File: src/rtl/sched_pkg.sv
// Shared types and constants for the time-shared max-priority scheduler.
// The state encoding and the priority/requester limits live here.
package sched_pkg;

  localparam int PRIO_W   = 4;
  localparam int NREQ_MIN = 2;
  localparam int NREQ_MAX = 8;

  typedef enum logic [1:0] {
    ST_IDLE = 2'd0,
    ST_SCAN = 2'd1,
    ST_DONE = 2'd2
  } state_e;

endpackage

File: src/rtl/cmp_ge4.sv
// Combinational 4-bit unsigned A >= B comparator. The scheduler owns exactly one
// of these and reuses it for every requester, one per cycle.
module cmp_ge4
  import sched_pkg::*;
(
  input  logic [PRIO_W-1:0] a_i,
  input  logic [PRIO_W-1:0] b_i,
  output logic              d_o
);

  logic gt;
  logic eq;

  // MSB-first cascade: the first differing bit decides, equality falls through.
  always_comb begin
    gt = 1'b0;
    eq = 1'b1;
    for (int i = PRIO_W - 1; i >= 0; i--) begin
      gt = gt | (eq & a_i[i] & ~b_i[i]);
      eq = eq & ~(a_i[i] ^ b_i[i]);
    end
    d_o = gt | eq;
  end

endmodule

File: src/rtl/sched_max4.sv
// Picks the highest-priority active requester by scanning one requester per cycle
// through a single shared comparator; lowest index wins ties.
module sched_max4
  import sched_pkg::*;
#(
  parameter int NREQ = 4
) (
  input  logic                     clk,
  input  logic                     rst_n,
  input  logic                     start,
  input  logic [NREQ-1:0]          req,
  input  logic [PRIO_W*NREQ-1:0]   prio,
  output logic                     busy,
  output logic                     done,
  output logic [NREQ-1:0]          grant,
  output logic                     grant_valid,
  output logic [PRIO_W-1:0]        win_prio
);

  localparam int IDX_W = $clog2(NREQ);

  state_e                   state_q;
  logic [NREQ-1:0]          reqSnap_q;
  logic [PRIO_W*NREQ-1:0]   prioSnap_q;
  logic [IDX_W-1:0]         idx_q;
  logic [IDX_W-1:0]         bestIdx_q;
  logic [PRIO_W-1:0]        bestPrio_q;
  logic                     haveBest_q;
  logic                     busy_q;
  logic                     done_q;
  logic [NREQ-1:0]          grant_q;
  logic                     grantValid_q;
  logic [PRIO_W-1:0]        winPrio_q;

  logic [PRIO_W-1:0]        curPrio;
  logic                     curReq;
  logic                     bestGeCur;
  logic                     candWins;
  logic                     lastIdx;
  logic [NREQ-1:0]          grant_d;

  always_comb begin
    curPrio = '0;
    curReq  = 1'b0;
    for (int i = 0; i < NREQ; i++) begin
      if (idx_q == IDX_W'(i)) begin
        curPrio = prioSnap_q[i*PRIO_W +: PRIO_W];
        curReq  = reqSnap_q[i];
      end
    end
  end

  cmp_ge4 u_cmp (
    .a_i (bestPrio_q),
    .b_i (curPrio),
    .d_o (bestGeCur)
  );

  // A candidate only displaces the current best when strictly greater.
  assign candWins = curReq & (~haveBest_q | ~bestGeCur);
  assign lastIdx  = (idx_q == IDX_W'(NREQ - 1));

  always_comb begin
    grant_d = '0;
    for (int i = 0; i < NREQ; i++) begin
      if (bestIdx_q == IDX_W'(i)) begin
        grant_d[i] = 1'b1;
      end
    end
  end

  // done and the result are registered as the FSM leaves DONE, so they appear
  // together in the cycle after the DONE edge and the result then holds.
  always_ff @(posedge clk or negedge rst_n) begin
    if (!rst_n) begin
      state_q      <= ST_IDLE;
      reqSnap_q    <= '0;
      prioSnap_q   <= '0;
      idx_q        <= '0;
      bestIdx_q    <= '0;
      bestPrio_q   <= '0;
      haveBest_q   <= 1'b0;
      busy_q       <= 1'b0;
      done_q       <= 1'b0;
      grant_q      <= '0;
      grantValid_q <= 1'b0;
      winPrio_q    <= '0;
    end else begin
      done_q <= 1'b0;
      case (state_q)
        ST_IDLE: begin
          if (start) begin
            reqSnap_q    <= req;
            prioSnap_q   <= prio;
            idx_q        <= '0;
            bestIdx_q    <= '0;
            bestPrio_q   <= '0;
            haveBest_q   <= 1'b0;
            grant_q      <= '0;
            grantValid_q <= 1'b0;
            winPrio_q    <= '0;
            busy_q       <= 1'b1;
            state_q      <= ST_SCAN;
          end
        end
        ST_SCAN: begin
          if (candWins) begin
            bestIdx_q  <= idx_q;
            bestPrio_q <= curPrio;
            haveBest_q <= 1'b1;
          end
          if (lastIdx) begin
            state_q <= ST_DONE;
          end else begin
            idx_q <= idx_q + IDX_W'(1);
          end
        end
        ST_DONE: begin
          done_q  <= 1'b1;
          busy_q  <= 1'b0;
          state_q <= ST_IDLE;
          if (haveBest_q) begin
            grant_q      <= grant_d;
            grantValid_q <= 1'b1;
            winPrio_q    <= bestPrio_q;
          end else begin
            grant_q      <= '0;
            grantValid_q <= 1'b0;
            winPrio_q    <= '0;
          end
        end
        default: begin
          busy_q  <= 1'b0;
          state_q <= ST_IDLE;
        end
      endcase
    end
  end

  assign busy        = busy_q;
  assign done        = done_q;
  assign grant       = grant_q;
  assign grant_valid = grantValid_q;
  assign win_prio    = winPrio_q;

endmodule

File: config.mk
export PLATFORM = sky130hd
export DESIGN_NAME = sched_max4
export DESIGN_NICKNAME = d
export VERILOG_FILES = /design/src/rtl/sched_pkg.sv /design/src/rtl/cmp_ge4.sv /design/src/rtl/sched_max4.sv
export SDC_FILE = /design/constraint.sdc
export NUM_CORES = 1
export LEC_CHECK = 0
export CORE_MARGIN = 2
export CORE_UTILIZATION = 43
export CTS_CLUSTER_DIAMETER = 80
export DETAILED_ROUTE_END_ITERATION = 10
export PLACE_DENSITY = 0.7
export SYNTH_ARGS = -nofsm -noshare
export SYNTH_HDL_FRONTEND = slang
export SYNTH_SLANG_ARGS = --single-unit
export TNS_END_PERCENT = 1
File: constraint.sdc
create_clock -name clk -period 2.3 [get_ports clk]
set_clock_uncertainty 0.1 [all_clocks]
set_input_delay 0.23 -clock clk [delete_from_list [all_inputs] [get_ports clk]]
set_output_delay 0.23 -clock clk [all_outputs]
set_load 0.005 [all_outputs]
Word-level counts from Yosys, hierarchy flattened. Cells that the tools add are included.

Register bits: 42. Latch bits: 0. Memory bits (writable): 0. ROM bits: 0. Input bits: 23. Output and inout bits: 11. Memories: 0.

Add/sub/neg operators: 1. $mul: 0. Divide/modulo/power cells: 0. Magnitude comparators: 0. Eq/ne operators: 12. Shifts and indexed selects: 0. Mux-type cells: 35. Bitwise gates (word level): 31. Reductions and logical operators: 11.

Operator list (number): 2-to-1 mux 4 bit (8); case mux 4 bit (2 select lines) (3); 2-to-1 mux 1 bit (13); case mux 2 bit (2 select lines) (3); bitwise AND 1 bit (11); inverter 1 bit (11); equality test 2 bit, second input constant (5); 2-to-1 mux 2 bit (5); inequality test 2 bit, second input constant (4); AND reduction 2 bit (4); equality test 2 x 1 -> 1 bit, second input constant (3); logical NOT 2 bit (3); case mux 1 bit (2 select lines) (3); AND reduction 3 bit (2); OR 1 bit (5); nonzero test 2 bit (2); bitwise XOR 1 bit (4); adder 2 x 1 -> 2 bit, second input constant (1).

Longest topological paths before layout.
Word-level depth: 18. Gate-level depth with buffers: 12.

Modules after synthesis. Synthesis repeated with hierarchy kept, for this count alone.

Cells, all modules: 196. Area, all modules: 1965.6 um2.

By module, submodules not included: sched_max4 (instances 1, cells each 187, area an instance 1893.1 um2, seq. area each 1051.0 um2); cmp_ge4 (instances 1, cells each 9, area an instance 72.6 um2, seq. area each 0.0 um2).

Worst setup path before layout. No wires, ideal clock.

Path kind: flip-flop to flip-flop. Start: reg idx_q[0]. End: reg bestIdx_q[0]. Library setup time: 0.121 ns. Data arrival time: 2.192 ns. Required time: 2.079 ns. Setup slack: -0.113 ns. Stages on the path, launching flop included: 12. Path buffers: 0. Period minus slack after synthesis: 2.413 ns. Cells stage by stage: dfrtp_1 inv_1 ha_1 nor2b_1 a221oi_1 nor3_1 a21oi_1 ha_1 o21ai_0 a31oi_1 o22ai_2 a22o_1.

Longest elaborated chain between the ends: 18. Elaborated cells on any way between the ends: 45.

RTL lines: start: declaration (line sched_max4.sv:25) `logic [IDX_W-1:0] idx_q;`; start signal: assignment (line sched_max4.sv:115) `idx_q <= idx_q + IDX_W'(1);`; logical NOT 2 bit (line sched_max4.sv:46) `if (idx_q == IDX_W'(i)) begin`; 2-to-1 mux 4 bit (4 in series) (line sched_max4.sv:46); bitwise XOR 1 bit (line cmp_ge4.sv:20) `eq = eq & ~(a_i[i] ^ b_i[i]);`; inverter 1 bit (line cmp_ge4.sv:20); bitwise AND 1 bit (on tied branches) (2 in series) (line cmp_ge4.sv:19, cmp_ge4.sv:20); OR 1 bit or bitwise AND 1 bit (tied branches) (2 in series) (line cmp_ge4.sv:19) `gt = gt | (eq & a_i[i] & ~b_i[i]);`; OR 1 bit (line cmp_ge4.sv:19); OR 1 bit (line cmp_ge4.sv:22) `d_o = gt | eq;`; inverter 1 bit (line sched_max4.sv:60) `assign candWins = curReq & (~haveBest_q | ~bestGeCur);`; OR 1 bit (line sched_max4.sv:60); bitwise AND 1 bit (line sched_max4.sv:60); inequality test 2 bit (no line); AND reduction 3 bit (no line); end signal: assignment (line sched_max4.sv:108) `bestIdx_q <= idx_q;`; end: declaration (line sched_max4.sv:26) `logic [IDX_W-1:0] bestIdx_q;`.

Several ways; a longest one is shown, not always the timed one. The select of a mux whose other input is x is not followed. A chain may end at the register's enable or synchronous reset.

Worst setup path in the final report.
Start: reg idx_q[1]. End: reg bestPrio_q[1].

Longest elaborated chain between the ends: 18. Elaborated cells on any way between the ends: 45.

RTL lines: logical NOT 2 bit (line sched_max4.sv:46); 2-to-1 mux 4 bit (4 in series) (line sched_max4.sv:46); bitwise XOR 1 bit (line cmp_ge4.sv:20); inverter 1 bit (line cmp_ge4.sv:20); bitwise AND 1 bit (on tied branches) (2 in series) (line cmp_ge4.sv:19, cmp_ge4.sv:20); OR 1 bit or bitwise AND 1 bit (tied branches) (2 in series) (line cmp_ge4.sv:19); OR 1 bit (line cmp_ge4.sv:19); OR 1 bit (line cmp_ge4.sv:22); inverter 1 bit (line sched_max4.sv:60); OR 1 bit (line sched_max4.sv:60); bitwise AND 1 bit (line sched_max4.sv:60); inequality test 2 bit (no line); AND reduction 3 bit (no line); end signal: assignment (line sched_max4.sv:109) `bestPrio_q <= curPrio;`; end: declaration (line sched_max4.sv:27) `logic [PRIO_W-1:0] bestPrio_q;`.

Several ways; a longest one is shown, not always the timed one. The select of a mux whose other input is x is not followed.

==> run summary <==
Starting density of the core: 0.4453
Final wirelength: 3883 um
Violated checks: negative setup slack
Final cell count without fillers: 262
Count of max-cap constraint violations: 0
Met1 Routed Length: 1642 um
Number of antenna violations at the first check in global routing: 0
Switching power of the nets: 0.001324 W
Worst slew pin tran: 567.5 ps
PwrDens: 1362 nW/um2
Worst relative slew slack: 0.6203
Setup violation total in the final timing report: 6
Depth of the CTS H-tree: 2
TritonCTS clock tree: built
Relative contribution of combinational cells to total power: 0.512
Setup ws final: -74.19 ps
Highest fanout seen on the critical path: 6
Final critical delay including setup and external delays: 2374 ps
Met3 layer wire length in the routed design: 194 um
Floorplan die height: 70.92 um
Total of warnings raised by yosys: 0
Synthesized Nets: 184
First DRT Iteration DRCs: 30
Critical path's slowest cell: sky130_fd_sc_hd__dfrtp_1
WP buf/inv: 1
Die area: 5030 um2
Number of synthesized flops with an enable pin: 0
Number of global-route vias before repair: 1450
Count of pins over their slew limit: 0
Part of the total power dissipated in the clock network: 0.136
Die Width: 70.92 um
Fraction of final layout cells sized beyond drive strength 1: 0.3095
Peak supply drop: 0.5191 mV
Clock root buffer master: sky130_fd_sc_hd__clkbuf_8
Proportion of netlist area held by the largest area contributor: 0.5458
Antenna Nets Post-Route: 0
Cells along the critical path: inv_2 > ha_4 > nor2b_4 > a221oi_2 > nor3_2 > a21oi_2 > ha_1 > o21ai_2 > a31oi_4 > o22ai_4 > a22o_1
Final cell area excluding filler cells: 2643 um2
Placed wire-length estimate: 2874 um
Dominant register cell in the synthesized netlist: sky130_fd_sc_hd__dfrtp_1
Vias per cell: 5.462
Most area-hungry cell type in the Yosys netlist: sky130_fd_sc_hd__dfrtp_1
Fmax: 0.4212 GHz
Clock-pin transition on the worst setup and hold timing paths: 80 ps
Maximum root-to-sink buffer count: 2
Setup repair after global routing missed its margin: yes
Total power after layout: 0.003600 W
Critical Path End Type: flop
Flip-flop and latch count after synthesis: 42
Area after DPL: 2397 um2
Source-to-sink clock delay at the later pin of the worst-skew pair: 300 ps
Sequential group share of total power: 0.351
Hold WC Path Type: in2async
Number of remaining DRC errors: 0
Run status: finished, violations left
Global routing usage summed across all routing layers: 0.1702
Post-place setup slack: -193.9 ps
Sequential cell area fraction in the yosys report: 0.5458
Core occupancy in the finished layout: 0.6111
Synth Cell Area: 1926 um2
Net Sw Frac: 0.3678
Number of ports placed on the die boundary: 34
Met2 WL: 1950 um
Family with the most delay on the worst path: compound AO/OA/AOI/OAI gates
Global route overflow: 0
Final net count: 237
Area growth, synth to finish: 37.23%
Standard-cell row count: 24
Final hold violation count: 0
Arrival time at the worst endpoint: 2470 ps
Inst Count DP: 243
# port buffers: 33
Max incr delay on CP: 430 ps
Highest Signal Layer: met4
Cell count after synthesis: 156
Via Count: 1431
First-pass GRT wire length: 6686 um
Detailed Routing Iterations Pass 1: 4
Final Cycle Share: 1.032
Type of element launching the critical path: flop
Post-synth cell types: 37
Mean routed wirelength per cell: 14.82 um
TritonCTS buffer count: 5
Final Wtd Congestion: 0.7973
Area of the core: 4324 um2
Static leakage: 1.146 nW
Clock tree sinks: 42
Biggest area contributors in the synthesized netlist: sky130_fd_sc_hd__dfrtp_1 55%, sky130_fd_sc_hd__mux2_2 11%, sky130_fd_sc_hd__a22o_1 4.5%
Mean instance size in the synthesized netlist: 12.34 um2
Cell internal pwr: 0.002276 W
Cell with the most instances after synthesis: sky130_fd_sc_hd__dfrtp_1
Critical Path RT: 2390 ps
Ant diodes: 0
Crit path kind: reg2reg
Synth cell count leaders: 42 x sky130_fd_sc_hd__dfrtp_1, 18 x sky130_fd_sc_hd__mux2_2, 11 x sky130_fd_sc_hd__nand2_1
Fraction of registers with async set or reset after synthesis: 1.000
Maximum number of pins on one net before global-route repair: 24
==> sequential cells by signal, summed over array words and instances (netlist names) <==
name         flops
bestIdx_q        2
bestPrio_q       4
busy             1
done             1
grant            4
grant_valid      1
haveBest_q       1
idx_q            2
prioSnap_q      16
reqSnap_q        4
state_q          2
win_prio         4
==> per-layer routing <==
metal  vias up  GRT usage
li1        670          -
met1       711     0.2024
met2        40     0.2887
met3        10    0.05128
met4         0    0.06918
met5         -          0
==> power groups by stage <==
stage                     sequential (W)  combinational [W]  clock, W
after floorplan                  0.00121            0.00112         0
after global placement           0.00126            0.00143         0
after detailed placement         0.00127            0.00149         0
after CTS                        0.00126            0.00176  0.000499
after global routing             0.00131            0.00200  0.000530
final                            0.00127            0.00184  0.000491
==> through the flow <==
stage                     setup TNS (ps)  hold WS, ps
after global routing               -1026        381.9
after detailed placement           -1145        121.3
final                             -324.9        323.5
after floorplan                        0       -165.6
after CTS                         -150.6        341.9
after global placement            -284.0        110.5
==> timing repair <==
| action | in CTS | in global routing |
|---|---|---|
| gates resized for setup | 11 | 1 |
| endpoints found under the setup margin | 6 | 6 |
| hold buffers | 1 | 0 |
| buffers inserted | 8 | 2 |
| pin swaps | 11 | 3 |
| endpoints found under the hold margin | 22 | 0 |
==> layout by cell type (no fill, tap or decap), drive strengths merged, types with 4 or more instances in the layout <==
master         netlist  layout
mux2                18      18
clkbuf               1       7
inv                  8       8
nand2               11      11
nor2                 5       5
a22o                10      10
clkdlybuf4s50        0      32
o21ai                9       9
ha                   5       5
buf                  6      20
nor2b                4       4
dfrtp               42      42
==> logic make-up (layout without fill, tap and decap cells) <==
logic type,Yosys count,count (layout),share of synthesized area
compound gates,40,40,0.1709
simple gates,35,35,0.1014
mux,19,19,0.1105
fa+ha+maj,5,5,0.03249
flops,42,42,0.5458
buf+inv,15,69,0.03898
==> final cells by class <==
cell class              count  area (um2)
repair buffers             53       481.7
clock buffers               7       86.33
well taps                  52       65.06
multi-input cells          99       919.6
inverters                   8       32.53
flip-flops and latches     42        1052
clock inverters             1       5.005
fillers                   344        1682
==> final timing paths <==
path,startpoint,endpoint,slack [ps],cells after the start
max in group asynchronous,rst_n,prioSnap_q[14]$_DFFE_PN0P_,1130,3
setup reg to reg,idx_q[1]$_DFFE_PN0P_,bestPrio_q[1]$_DFFE_PN0P_,-70,11
hold / removal,rst_n,win_prio[1]$_DFFE_PN0P_,320,2
min in group clk,grant[1]$_DFFE_PN0P_,grant[1]$_DFFE_PN0P_,380,2
setup / recovery,idx_q[1]$_DFFE_PN0P_,bestPrio_q[1]$_DFFE_PN0P_,-70,11
hold reg to reg,grant[1]$_DFFE_PN0P_,grant[1]$_DFFE_PN0P_,380,2
No activity file was read; power rests on OpenSTA's default activity.
